$ cat src/rtl/mem_port_arbiter.sv
// mem_port_arbiter: arbitrates fetch and LSU requests onto one in-order memory bus and routes responses back
// Ports: f_req_*/f_rsp_* fetch side (read only), l_req_*/l_rsp_* LSU side, flush_i drops pending fetch
// responses, m_req_*/m_rsp_* shared bus (valid/ready requests, in-order responses), busy_o responses
// pending, proto_err_o sticky response-with-nothing-outstanding flag.
module mem_port_arbiter #(
  parameter int MAX_OUTSTANDING = 2,
  parameter int STARVE_LIMIT = 4
) (
  input  logic        clk,
  input  logic        rst,
  input  logic        f_req_valid_i,
  input  logic [31:0] f_req_addr_i,
  output logic        f_req_ready_o,
  output logic        f_rsp_valid_o,
  output logic [31:0] f_rsp_data_o,
  output logic        f_rsp_err_o,
  input  logic        l_req_valid_i,
  input  logic [31:0] l_req_addr_i,
  input  logic        l_req_we_i,
  input  logic [31:0] l_req_wdata_i,
  input  logic [3:0]  l_req_strb_i,
  output logic        l_req_ready_o,
  output logic        l_rsp_valid_o,
  output logic [31:0] l_rsp_data_o,
  output logic        l_rsp_err_o,
  input  logic        flush_i,
  output logic        m_req_valid_o,
  input  logic        m_req_ready_i,
  output logic [31:0] m_req_addr_o,
  output logic [31:0] m_req_wdata_o,
  output logic        m_req_we_o,
  output logic [3:0]  m_req_strb_o,
  input  logic        m_rsp_valid_i,
  input  logic [31:0] m_rsp_data_i,
  input  logic        m_rsp_err_i,
  output logic        busy_o,
  output logic        proto_err_o
);
  localparam int PW = MAX_OUTSTANDING > 1 ? $clog2(MAX_OUTSTANDING) : 1;
  localparam int CW = $clog2(MAX_OUTSTANDING + 1);
  localparam logic [PW-1:0] LAST = PW'(MAX_OUTSTANDING - 1);
  // per-entry source (1 = LSU) and drop flag, indexed by FIFO slot
  logic [MAX_OUTSTANDING-1:0] src_q, drop_q;
  logic [PW-1:0] wr_ptr, rd_ptr;
  logic [CW-1:0] count;
  logic [3:0] starve_cnt;
  logic locked, lock_src;
  logic gnt_l, gnt_valid, empty, full, push, pop, head_src, head_drop;
  assign empty = count == '0;
  assign full = count == CW'(MAX_OUTSTANDING);
  // a stalled grant keeps its source so the bus request cannot change mid-handshake
  assign gnt_l = locked ? lock_src : l_req_valid_i && !(starve_cnt == 4'(STARVE_LIMIT) && f_req_valid_i);
  assign gnt_valid = gnt_l ? l_req_valid_i : f_req_valid_i;
  assign m_req_valid_o = !rst && gnt_valid && !full;
  assign push = m_req_valid_o && m_req_ready_i;
  assign pop = !rst && m_rsp_valid_i && !empty;
  assign head_src = src_q[rd_ptr];
  assign head_drop = drop_q[rd_ptr];
  assign m_req_addr_o = gnt_l ? l_req_addr_i : f_req_addr_i;
  assign m_req_wdata_o = gnt_l ? l_req_wdata_i : '0;
  assign m_req_we_o = gnt_l && l_req_we_i;
  assign m_req_strb_o = gnt_l ? l_req_strb_i : 4'hF;
  assign f_req_ready_o = push && !gnt_l;
  assign l_req_ready_o = push && gnt_l;
  // a flush in the same cycle as a fetch response discards it as well
  assign f_rsp_valid_o = pop && !head_src && !head_drop && !flush_i;
  assign l_rsp_valid_o = pop && head_src && !head_drop;
  assign f_rsp_data_o = m_rsp_data_i;
  assign l_rsp_data_o = m_rsp_data_i;
  assign f_rsp_err_o = m_rsp_err_i;
  assign l_rsp_err_o = m_rsp_err_i;
  assign busy_o = !empty;
  always_ff @(posedge clk or posedge rst)
    if (rst) begin
      wr_ptr <= '0;
      rd_ptr <= '0;
      count <= '0;
      starve_cnt <= '0;
      locked <= 1'b0;
      lock_src <= 1'b0;
      proto_err_o <= 1'b0;
      src_q <= '0;
      drop_q <= '0;
    end else begin
      if (push) wr_ptr <= wr_ptr == LAST ? '0 : wr_ptr + PW'(1);
      if (pop) rd_ptr <= rd_ptr == LAST ? '0 : rd_ptr + PW'(1);
      count <= count + CW'(push) - CW'(pop);
      locked <= m_req_valid_o && !m_req_ready_i;
      lock_src <= gnt_l;
      if (m_rsp_valid_i && empty) proto_err_o <= 1'b1;
      if (push && gnt_l && f_req_valid_i && starve_cnt != 4'(STARVE_LIMIT)) starve_cnt <= starve_cnt + 4'd1;
      else if (push && !gnt_l) starve_cnt <= '0;
      for (int i = 0; i < MAX_OUTSTANDING; i++)
        if (push && wr_ptr == PW'(i)) begin
          src_q[i] <= gnt_l;
          drop_q[i] <= flush_i && !gnt_l;
        end else if (flush_i && !src_q[i]) drop_q[i] <= 1'b1;
    end
endmodule
$ cat config.mk
export PLATFORM = sky130hd
export DESIGN_NAME = mem_port_arbiter
export DESIGN_NICKNAME = d
export VERILOG_FILES = /design/src/rtl/mem_port_arbiter.sv
export SDC_FILE = /design/constraint.sdc
export NUM_CORES = 1
export LEC_CHECK = 0
export ABC_AREA = 1
export BUFFER_PORTS_ARGS = -buffer_cell sky130_fd_sc_hd__buf_4
export CORE_AREA = 2 2 108 110
export CTS_CLUSTER_SIZE = 16
export DETAILED_ROUTE_END_ITERATION = 8
export DIE_AREA = 0 0 110 112
export GPL_ROUTABILITY_DRIVEN = 0
export SLEW_MARGIN = 10
export SYNTH_ARGS = -nofsm -noshare
export SYNTH_HDL_FRONTEND = slang
export SYNTH_SLANG_ARGS = --single-unit
$ cat constraint.sdc
create_clock -name clk -period 2.4 [get_ports clk]
set_input_delay 0.48 -clock clk [delete_from_list [all_inputs] [get_ports clk]]
set_output_delay 0.48 -clock clk [all_outputs]
set_load 0.01 [all_outputs]
==> out/summary.txt <==
Die area -> 12,300 um2
Antenna Nets Post-Route -> 0
Nets -> 612
Via count -> 2,394
CP startpoint -> starve_cnt[0]$_DFFE_PP0P_
Die height -> 112 um
DRC -> 0
Worst path required time -> 1.92 ns
Peak VDD IR -> 0.295 mV
Slew Viols, Final -> 0
First-pass GRT wire length -> 9430 um
Final setup violation count -> 0
Pre-CTS setup slack -> 0.149 ns
Routed wire length -> 6870 um
Leak -> 1.98 nW
FF-to-FF path depth -> 13
Min Tclk post-route -> 2.30 ns
1st-iter DRT viols -> 54
Post-Syn Area -> 2050 um2
Worst Skew -> 0.00188 ns
Post-synthesis cell type count -> 23
CTS sink cnt -> 15
Min setup slack post-route -> 0.0980 ns
Synthesized Nets -> 493
Layout fillers -> 1,210
Clock Latency Late Sink -> 0.25 ns
Commonest non-fill, non-tap cells in the layout -> 188 x buf_4, 126 x nand2_1, 49 x inv_1
Max Freq -> 0.434 GHz
Synth Instances -> 348
Crit Path Max Fanout -> 30
Sequential fraction of the synthesis area -> 18.3%
Setup Crit Path Kind -> flip-flop to output port
Number of buffers created by CTS -> 3
Placement Rows -> 39
Vias per cell -> 3.93
Hold Vio Cnt, Final -> 0
Min-delay worst type -> input port to async pin
Post-DP HPWL -> 5680 um
Final Cycle Share -> 95.9%
Worst setup path end -> m_req_strb_o[1]
Synth Area per Inst -> 5.89 um2
Die Span X -> 110 um
Most common cell after layout, fill and taps aside -> buf_4
CP peak stage delay -> 0.37 ns
Power Density -> 563 nW/um2
Flop2flop setup slack -> 0.23 ns
Max-cap viol count -> 0
Leading area contributor after synthesis -> buf_4
Crit Reg-Reg Endpoint -> count[1]$_DFF_PP0_
Top-area cell type share of the netlist area -> 25.3%
Vias in the first global route -> 2,051
Total grt overflow -> 0
Worst slew pin tran -> 0.289 ns
Status -> completed
Max H-tree Level -> 1
Diode count -> 0
Critical Path AT -> 1.82 ns
Layout cell share with drive strength beyond 1 -> 44.2%
Endpoint class of the critical path -> output port
DR pass1 iterations -> 4
Multi-input logic area -> 907 um2
Area Growth Syn to Fin -> 55.9%
CTS tree -> done
Initial antenna violation count -> 0
Clock Tree Buf Depth -> 2
Setup TNS -> 0 ns
Reg clk slew, reported paths -> 0.05 ns
Initial Utilization -> 18.4%
Flip-flop and latch count after synthesis -> 15
Routed len/inst -> 11.3 um
Synth warnings -> 0
Largest net degree at the start of global routing -> 60
Register area -> 375 um2
Synth area leaders -> buf_4 25%, nand2_1 23%, dfrtp_1 18%
I/O Pins -> 283
Core area -> 11,200 um2
Slew margin rel. -> 80.7%
All-Layer GR Usage -> 9.68%
Hold Buf Count CTS -> 0
Critical-path cell list -> inv_1 > ha_1 > nand4_1 > nand2_2 > nand2_4 > inv_2 > buf_12 > or2_2 > buf_4
Type of origin of the critical path -> flip-flop
Critical-path top delay cell -> dfrtp_1
Buffers on Ports -> 183
FF-to-FF Start -> starve_cnt[0]$_DFFE_PP0P_
Root buffer cell -> clkbuf_16
==> routing by layer <==
metal,share of wire (%),GRT usage [%],up-vias
li1,-,-,1183
met5,0,0,-
met1,35,9.95,1025
met3,14,3.63,8
met2,50,18.4,178
met4,0.74,1.60,0
==> report_power, final <==
part           switching, mW  total, mW  leakage [nW]  internal [mW]
Clock                  0.105      0.328        0.0409          0.223
Combinational          0.520       1.05          1.76          0.530
Sequential            0.0758      0.421         0.183          0.345
Total                  0.701       1.80          1.98           1.10
==> final cells by class <==
type | count | area share, %
timing repair buffer | 191 | 45.9
sequential | 15 | 11.7
clock buffer | 3 | 2.35
clock inverter | 1 | 0.157
multi-input combinational | 206 | 28.4
tap | 143 | 5.60
inverter | 50 | 5.87
==> state kept, by name, summed over array words and instances (netlist names) <==
name         flops
starve_cnt       4
rd_ptr           1
src_q            2
lock_src         1
proto_err_o      1
locked           1
wr_ptr           1
drop_q           2
count            2
==> Yosys cell counts <==
master      n
o21ai_2     1
xnor2_1     1
xor2_1      4
nor2_4      1
nand3_1     6
nand2_1   126
nor3b_1     1
clkbuf_1    2
inv_1      49
nand2_2     3
buf_6       4
o21ai_0     4
inv_2       1
nand2_4     1
nor2_1     44
a21o_1      1
nand4_1     4
buf_2       2
or2_2       4
ha_1        4
buf_4      69
dfrtp_1    15
mux2i_1     1
==> critical path, delay by kind of cell, from the launching register on <==
kind          cells  cell delay [ns]
fa+ha+maj         1             0.20
buf+inv           4             0.46
simple gates      4             0.54
flops             1             0.37
==> through the flow <==
stage / cells / cell area, um2 / hold slack (ns) / power [mW] / utilization (%)
after floorplan: 348 / 2050 / 0.395 / 1.07 / -
after global placement: 602 / 3070 / 0.440 / 1.43 / 27.5
after detailed placement: 602 / 3070 / 0.454 / 1.44 / 27.5
after CTS: 606 / 3150 / 0.280 / 1.78 / 28.2
after global routing: 609 / 3200 / 0.299 / 1.96 / 28.6
final: 609 / 3200 / 0.273 / 1.80 / 28.6
==> worst min path at each step <==
| stage | slack (ns) | start | end |
|---|---|---|---|
| after floorplan | 0.40 | rst | count[0]$_DFF_PP0_ |
| after global placement | 0.44 | proto_err_o$_DFFE_PP0P_ | proto_err_o$_DFFE_PP0P_ |
| after detailed placement | 0.45 | proto_err_o$_DFFE_PP0P_ | proto_err_o$_DFFE_PP0P_ |
| after CTS | 0.28 | rst | count[0]$_DFF_PP0_ |
| after global routing | 0.30 | rst | count[0]$_DFF_PP0_ |
| final | 0.27 | rst | count[0]$_DFF_PP0_ |
==> cell families (layout without fill, tap and decap cells) <==
family / after synthesis / after routing / synth area share, %
AOI/OAI and AO/OA: 6 / 6 / 1.77
xor gates and xnor gates: 5 / 5 / 2.14
adders and majority gates: 4 / 4 / 2.44
buffers and inverters: 127 / 245 / 37.5
DFF: 15 / 15 / 18.3
muxes: 1 / 1 / 0.488
and+or+nand+nor: 190 / 190 / 37.4
==> what timing repair did <==
| item | 4_1_cts | 5_1_grt |
|---|---|---|
| hold endpoints to repair | 0 | 0 |
| buffers inserted | 0 | 2 |
| resized for setup | 0 | 1 |
| setup endpoints to repair | 0 | 31 |
No activity file was read; power rests on OpenSTA's default activity.
